**config.mk**
```make
export PLATFORM = sky130hd
export DESIGN_NAME = cp0_exception_unit
export DESIGN_NICKNAME = d
export VERILOG_FILES = /design/src/rtl/cp0_pkg.sv /design/src/rtl/cp0_irq_sync.sv /design/src/rtl/cp0_exception_unit.sv
export SDC_FILE = /design/constraint.sdc
export NUM_CORES = 1
export LEC_CHECK = 0
export CAP_MARGIN = 20
export CORE_MARGIN = 3
export CORE_UTILIZATION = 50
export DETAILED_ROUTE_END_ITERATION = 16
export GPL_ROUTABILITY_DRIVEN = 0
export GPL_TIMING_DRIVEN = 0
export HOLD_SLACK_MARGIN = 0.03
export PLACE_DENSITY_LB_ADDON = 0.25
export SYNTH_ARGS = -nofsm -noshare
export SYNTH_HDL_FRONTEND = slang
export SYNTH_SLANG_ARGS = --single-unit
```
**constraint.sdc**
```tcl
create_clock -name clk -period 5.1 [get_ports clk]
set_input_delay 0.765 -clock clk [delete_from_list [all_inputs] [get_ports clk]]
set_output_delay 0.765 -clock clk [all_outputs]
set_load 0.02 [all_outputs]
```
**src/rtl/cp0_pkg.sv**
```systemverilog
// Shared constants for the coprocessor-0 slice: register indices, field positions
// and exception codes.
package cp0_pkg;

  localparam logic [4:0] REG_COUNT   = 5'd9;
  localparam logic [4:0] REG_COMPARE = 5'd11;
  localparam logic [4:0] REG_STATUS  = 5'd12;
  localparam logic [4:0] REG_CAUSE   = 5'd13;
  localparam logic [4:0] REG_EPC     = 5'd14;

  localparam int ST_IE        = 0;
  localparam int ST_EXL       = 1;
  localparam int ST_IM_LO     = 8;
  localparam int CAUSE_EXC_LO = 2;
  localparam int CAUSE_IP_LO  = 8;
  localparam int IP_HW_LO     = 2;
  localparam int IP_TI        = 7;

  typedef enum logic [4:0] {
    EXC_INT  = 5'd0,
    EXC_ADEL = 5'd4,
    EXC_ADES = 5'd5,
    EXC_SYS  = 5'd8,
    EXC_BP   = 5'd9,
    EXC_RI   = 5'd10,
    EXC_OV   = 5'd12
  } exc_code_e;

  // Never returns less than 1 so a divide-by-one prescaler still has a real register.
  function automatic int clog2(input int value);
    int w;
    w = 1;
    while ((1 << w) < value) w++;
    return w;
  endfunction

endpackage

```
**src/rtl/cp0_irq_sync.sv**
```systemverilog
// Two-flop synchroniser bringing the external interrupt levels into the clk domain.
module cp0_irq_sync #(
  parameter int WIDTH = 5
) (
  input  logic             clk,
  input  logic             rst,
  input  logic [WIDTH-1:0] async_in,
  output logic [WIDTH-1:0] sync_out
);

  logic [WIDTH-1:0] meta;

  always_ff @(posedge clk or posedge rst) begin
    if (rst) begin
      meta     <= '0;
      sync_out <= '0;
    end else begin
      meta     <= async_in;
      sync_out <= meta;
    end
  end

endmodule

```
**src/rtl/cp0_exception_unit.sv**
```systemverilog
// MIPS coprocessor 0: Status/Cause/EPC/Count/Compare, prescaled timer interrupt,
// synchronised hardware interrupts and exception entry/return sequencing.
module cp0_exception_unit
  import cp0_pkg::*;
#(
  parameter int          N_HW_IRQ    = 5,
  parameter int          COUNT_DIV   = 2,
  parameter logic [31:0] COMPARE_RST = 32'hFFFF_FFFF
) (
  input  logic                clk,
  input  logic                rst,
  input  logic [4:0]          rd_addr,
  output logic [31:0]         rdata,
  input  logic                we,
  input  logic [4:0]          wr_addr,
  input  logic [31:0]         wdata,
  input  logic [N_HW_IRQ-1:0] hw_irq,
  input  logic                exc_take,
  input  logic [4:0]          exc_code,
  input  logic [31:0]         exc_pc,
  input  logic                eret,
  output logic                int_req,
  output logic [31:0]         epc,
  output logic                exl
);

  localparam int             PW        = clog2(COUNT_DIV);
  localparam logic [PW-1:0]  PRESC_MAX = PW'(COUNT_DIV - 1);

  logic [N_HW_IRQ-1:0] irq_sync;
  logic [31:0]         count_q, compare_q, epc_q;
  logic [PW-1:0]       presc_q;
  logic                ie_q, exl_q, ti_q;
  logic [7:0]          im_q;
  logic [1:0]          ip_sw_q;
  logic [4:0]          exc_code_q;
  logic [7:0]          ip;
  logic [31:0]         count_inc;
  logic                tick, wr_count, wr_compare, wr_status, wr_cause, wr_epc;

  cp0_irq_sync #(.WIDTH(N_HW_IRQ)) u_irq_sync (
    .clk      (clk),
    .rst      (rst),
    .async_in (hw_irq),
    .sync_out (irq_sync)
  );

  assign tick       = (presc_q == PRESC_MAX);
  assign count_inc  = count_q + 32'd1;
  assign wr_count   = we && (wr_addr == REG_COUNT);
  assign wr_compare = we && (wr_addr == REG_COMPARE);
  assign wr_status  = we && (wr_addr == REG_STATUS);
  assign wr_cause   = we && (wr_addr == REG_CAUSE);
  assign wr_epc     = we && (wr_addr == REG_EPC);

  always_comb begin
    ip                       = '0;
    ip[1:0]                  = ip_sw_q;
    ip[IP_HW_LO +: N_HW_IRQ] = irq_sync;
    ip[IP_TI]                = ti_q;
  end

  // Later assignments win: eret overrides an MTC0 to EXL, exc_take overrides both.
  always_ff @(posedge clk or posedge rst) begin
    if (rst) begin
      count_q    <= '0;
      compare_q  <= COMPARE_RST;
      presc_q    <= '0;
      ti_q       <= 1'b0;
      ie_q       <= 1'b0;
      exl_q      <= 1'b0;
      im_q       <= '0;
      ip_sw_q    <= '0;
      exc_code_q <= '0;
      epc_q      <= '0;
    end else begin
      if (wr_count) begin
        count_q <= wdata;
        presc_q <= '0;
      end else begin
        presc_q <= tick ? '0 : presc_q + PW'(1);
        if (tick) count_q <= count_inc;
      end
      if (wr_compare) begin
        compare_q <= wdata;
        ti_q      <= 1'b0;
      end else if (tick && !wr_count && (count_inc == compare_q)) begin
        ti_q <= 1'b1;
      end
      if (wr_status) begin
        ie_q  <= wdata[ST_IE];
        exl_q <= wdata[ST_EXL];
        im_q  <= wdata[ST_IM_LO +: 8];
      end
      if (wr_cause) begin
        ip_sw_q    <= wdata[CAUSE_IP_LO +: 2];
        exc_code_q <= wdata[CAUSE_EXC_LO +: 5];
      end
      if (wr_epc) epc_q <= wdata;
      if (eret) exl_q <= 1'b0;
      if (exc_take) begin
        epc_q      <= exc_pc;
        exc_code_q <= exc_code;
        exl_q      <= 1'b1;
      end
    end
  end

  always_comb begin
    rdata = '0;
    case (rd_addr)
      REG_COUNT:   rdata = count_q;
      REG_COMPARE: rdata = compare_q;
      REG_STATUS:  rdata = {16'b0, im_q, 6'b0, exl_q, ie_q};
      REG_CAUSE:   rdata = {16'b0, ip, 1'b0, exc_code_q, 2'b0};
      REG_EPC:     rdata = epc_q;
      default:     rdata = '0;
    endcase
  end

  assign int_req = ie_q && !exl_q && |(ip & im_q);
  assign epc     = epc_q;
  assign exl     = exl_q;

endmodule

```
### Word-level counts from Yosys, hierarchy flattened

Index checks and enable logic that the tools add are counted.

| storage, ports and cells | value |
|---|---|
| bits of input ports | 89 |
| bits in read-only memories | 0 |
| word-level logic and storage cells | 57 |
| register bits | 125 |
| bits in writable memories | 0 |
| latch bits | 0 |
| memories kept | 0 |

| cells by class | value |
|---|---|
| reductions and logical operators | 17 |
| div/mod/pow operators | 0 |
| add/subtract/negate cells | 2 |
| multiply operators | 0 |
| magnitude comparators | 0 |
| shift operators | 0 |
| mux-type cells | 14 |
| eq/ne operators | 11 |
| bitwise operators | 1 |

Operators with widths:

| cell | number |
|---|---|
| 32-bit case mux with 5 select lines | 1 |
| 32-bit two-way mux | 4 |
| 5-bit by 4-bit == test with 1-bit output, second input constant | 10 |
| 32-bit by 1-bit adder with 32-bit output, second input constant | 1 |
| 32-bit == test | 1 |
| 5-bit two-way mux | 2 |
| 1-bit logical AND | 9 |
| 8-bit bitwise AND | 1 |
| 2-bit nonzero test | 4 |
| 8-bit OR reduction | 1 |
| 1-bit two-way mux | 7 |
| 3-bit nonzero test | 1 |
| 1-bit zero test | 2 |
| 1-bit adder, second input constant | 1 |

### Depth between registers and ports, before layout

| depth | value |
|---|---|
| depth in word-level cells | 7 |
| gate-level depth with buffers | 9 |
| gate-level depth less buffers | 8 |

### Modules after synthesis

From an unflattened synthesis, not the netlist that was laid out.

| unflattened totals | value |
|---|---|
| cells, all modules | 767 |
| area, all modules | 7379.6 µm² |

By module, submodules not included:

| module | instances | seq. area each (µm²) | area an instance (µm²) | cells each |
|---|---|---|---|---|
| cp0_exception_unit | 1 | 2917.8 | 7125.6 | 756 |
| cp0_irq_sync | 1 | 250.2 | 254.0 | 11 |

### Worst setup path after synthesis

OpenSTA, ideal clock, no wires.

| path | value |
|---|---|
| kind | input -> output |
| from | input rd_addr[2] |
| to | output rdata[2] |
| path slack | 2.210 ns |
| stages on the path | 4 |
| buffers on the path | 2 |
| arrival | 2.125 ns |
| cells stage by stage | clkbuf_1 buf_1 mux2i_1 o21ai_0 |

| on the way | value |
|---|---|
| longest elaborated chain between the ends | 2 |
| elaborated cells on any way between the ends | 6 |
| classes of those cells | eq/ne (5); mux (1) |

RTL lines:

| item | RTL line | RTL |
|---|---|---|
| start, declared | cp0_exception_unit.sv:12 | `input logic [4:0] rd_addr,` |
| 5-bit by 4-bit == test with 1-bit output | cp0_exception_unit.sv:111 | `case (rd_addr)` |
| 32-bit case mux with 5 select lines * | cp0_exception_unit.sv:111 |  |
| end, declared | cp0_exception_unit.sv:13 | `output logic [31:0] rdata,` |

Mark *: on every way between the ends. The rest lies on a longest branch, timed or not.

### Final worst setup path

| path | value |
|---|---|
| from | input rd_addr[3] |
| to | output rdata[31] |

The elaborated chain is that of the path after synthesis.

==> results.json <==
{
  "required_ns": 4.34,
  "total_leakage_power_uw": 0.003849,
  "clock_latency_ns": 0.43,
  "slew_violations": 0,
  "synth_area_sq_um": 7350,
  "setup_viol": 0,
  "path_class": "input pin to output pin",
  "max_slew_margin_pct": 28.57,
  "arrival_ns": 4.05,
  "track_usage_pct": 27.81,
  "synth-compound-area-share_pct": 12.50,
  "finalCritPeriodShare_pct": 94.40,
  "synth_top_family_by_area": "simple AND/OR/NAND/NOR gates",
  "p_total_uw": 3692,
  "cts_buffer_depth": 2,
  "power.internal_uw": 2532,
  "drt_iter0_markers": 658,
  "wl_met2_um": 10650,
  "peakVddDrop_uv": 389.0,
  "worst_pin_slew_ns": 1.066,
  "vias_per_cell": 5.877,
  "finish.utilization_pct": 69.04,
  "layoutNonFillerInstCount": 1123,
  "met3WireLength_um": 1648,
  "rows": 43,
  "drt_wl_total_um": 22240,
  "area_growth_syn_to_layout_pct": 32.92,
  "synth-adder-area-share_pct": 0.1702,
  "fin_crit_ns": 4.814,
  "post-place-cells": 1091,
  "wl_per_cell_um": 19.80,
  "ys_top_cells_by_area": "dfrtp_1 32%, dfstp_2 11%, mux2i_1 8.7%",
  "setup_ws_ns": 0.2857,
  "io_pins": 155,
  "post_cts_buffers": 0,
  "clk_pin_slew_worst_paths_ns": 0.06,
  "muxShareOfSynthArea_pct": 15.46,
  "timing.fmax_mhz": 207.7,
  "die_x_um": 127.2,
  "cts_buffers": 17,
  "dieHeight_um": 127.2,
  "clock-root-buffer": "clkbuf_16",
  "ys.warnings.count": 0,
  "hold_buffers": 0,
  "synth_top_area_share_pct": 31.66,
  "synth_area_leader_cell": "dfrtp_1",
  "powerDensity_nw_per_um2": 377.9,
  "seqCellArea_sq_um": 3168,
  "cp-end-kind": "output pin",
  "seq_power_share_pct": 37.0,
  "max_cap_viol_count": 0,
  "cts_tree": "done",
  "ys_types": 64,
  "drtPass1Iterations": 8,
  "ys_seq_area_share_pct": 43.11,
  "fill_cells": 1108,
  "syn-num-nets": 848,
  "grt_pass1_wl_um": 35030,
  "vias": 6600,
  "drc": 0,
  "floorplan.initialDensity_pct": 51.94,
  "cts_sinks": 125,
  "crit_path_start_kind": "input pin",
  "drive_gt1_share_pct": 14.63,
  "p_switching_uw": 1160,
  "place_ws_ns": 0.1004,
  "multi_input_area_sq_um": 3830,
  "ys_async_sr_fraction_pct": 100.0,
  "overflow": 0,
  "comb_power_share_pct": 27.6,
  "die_area_sq_um": 16190,
  "synthSimpleGateAreaFrac_pct": 15.85,
  "synth_xor_area_share_pct": 8.104,
  "hold_class": "flop to flop",
  "grt_max_degree": 67,
  "crit_path_max_fanout": 10,
  "ys_seq_elements": 125,
  "hold_viol": 0,
  "status": "finished, final reports clean",
  "clock_skew_ns": 0.01097,
  "top_layer": "met4",
  "routedLengthMet1_um": 9465,
  "synth.avg_cell_area_sq_um": 9.696,
  "port_buffers": 152,
  "synth-edff-count": 0,
  "antenna_found_initial": 0,
  "ant_nets": 0,
  "first_global_vias": 6494,
  "syn-instance-count": 758,
  "dp_hpwl_um": 15880,
  "synth-main-ff-cell": "dfrtp_1",
  "clockPowerShare_pct": 35.4,
  "nNetsFinal": 1020,
  "htreeDepth": 4,
  "rsz0062_at_grt": "no",
  "core_sq_um": 14150,
  "switching_share_pct": 31.43,
  "antenna_cells": 0
}
==> layout make-up <==
class / count / share of cell area [%]
Inverter: 26 / 1.050
Sequential cell: 125 / 32.43
Clock inverter: 10 / 1.678
Multi-Input combinational cell: 548 / 39.20
Buffer: 59 / 2.626
Clock buffer: 22 / 4.854
Timing Repair Buffer: 153 / 15.86
Tap cell: 180 / 2.305
==> flip-flops by register name, summed over array words and instances (netlist names) <==
signal / flops
compare_q: 32
count_q: 32
epc: 32
im_q: 8
exc_code_q: 5
u_irq_sync.meta: 5
u_irq_sync.sync_out: 5
ip_sw_q: 2
exl: 1
ie_q: 1
presc_q: 1
ti_q: 1
==> final timing paths <==
check                                        start                      to  slack, ns  cells past startpoint
worst max-delay path                    rd_addr[3]               rdata[31]       0.29                      8
worst min-delay path            u_irq_sync.meta[3]  u_irq_sync.sync_out[3]       0.35                      0
worst max register to register          count_q[1]                    ti_q       2.23                      9
worst min register to register  u_irq_sync.meta[3]  u_irq_sync.sync_out[3]       0.35                      0
max in group asynchronous                      rst           compare_q[13]       3.55                      3
min in group asynchronous                      rst                 epc[27]       0.79                      2
==> cell usage after synthesis, drive strengths merged, types with 2 or more instances <==
master,count
and3,6
a21oi,12
nor2,33
o21ai,84
nor4,8
xnor2,39
a22oi,7
nand2,95
clkbuf,37
nand4,25
a221o,3
a222oi,17
nand2b,2
nand3,15
xor2,29
and4,5
nor3b,7
or4,3
a32oi,2
inv,26
a31o,2
a31oi,2
nor3,10
nand3b,2
buf,22
dfstp,32
mux2,44
dfrtp,93
a21o,2
or2,2
nor2b,4
and2,5
a22o,2
mux2i,64
==> layout by cell type (no fill, tap or decap), types with 14 or more instances in the layout <==
cell,instances
a222oi_1,17
clkbuf_1,38
clkbuf_16,17
clkdlybuf4s50_1,152
dfrtp_1,93
dfstp_2,32
inv_1,25
mux2_2,44
mux2i_1,64
nand2_1,95
nand3_1,14
nand4_1,23
nor2_1,31
o21ai_0,82
xnor2_1,39
xor2_1,29
==> per-layer routing <==
metal / vias up / track usage, %
met4: 0 / 9.716
li1: 3041 / -
met5: - / 0
met3: 45 / 7.232
met2: 292 / 45.05
met1: 3222 / 36.36
==> power groups by stage <==
stage / clock network (uW) / logic [uW] / registers (uW)
2_1_floorplan: 0 / 672 / 1360
3_3_place_gp: 0 / 980 / 1360
3_5_place_dp: 0 / 999 / 1370
4_1_cts: 1310 / 1010 / 1360
5_1_grt: 1360 / 1110 / 1380
6_report: 1310 / 1020 / 1370
==> stage by stage <==
| stage | TNS, ns | instance area (sq um) | hold slack [ns] |
|---|---|---|---|
| final | 0 | 9769 | 0.3507 |
| after detailed placement | 0 | 9129 | 0.3370 |
| after global routing | 0 | 9769 | 0.3646 |
| after floorplan | 0 | 7350 | 0.3312 |
| after global placement | -72.74 | 9096 | 0.3322 |
| after CTS | 0 | 9767 | 0.3498 |
==> cell families (layout without fill, tap and decap cells) <==
| logic type | count (synthesis) | in the layout |
|---|---|---|
| compound gates | 145 | 145 |
| xor+xnor | 68 | 68 |
| fa+ha+maj | 1 | 1 |
| buf+inv | 85 | 270 |
| flops | 125 | 125 |
| mux | 108 | 108 |
| simple gates | 226 | 226 |
==> worst max-delay path: stages <==
cell	delay, ns
clkdlybuf4s50_1	0.46
nor2b_1	0.23
nand3_1	0.28
nor2_2	0.63
clkbuf_1	0.70
a222oi_1	0.24
inv_1	0.12
clkdlybuf4s50_1	0.60
==> timing repair <==
item,CTS,global route
endpoints found under the setup margin,0,8
hold endpoints to repair,0,0
gates resized for setup,0,1
Note: power is estimated with default switching activity, not from simulation.
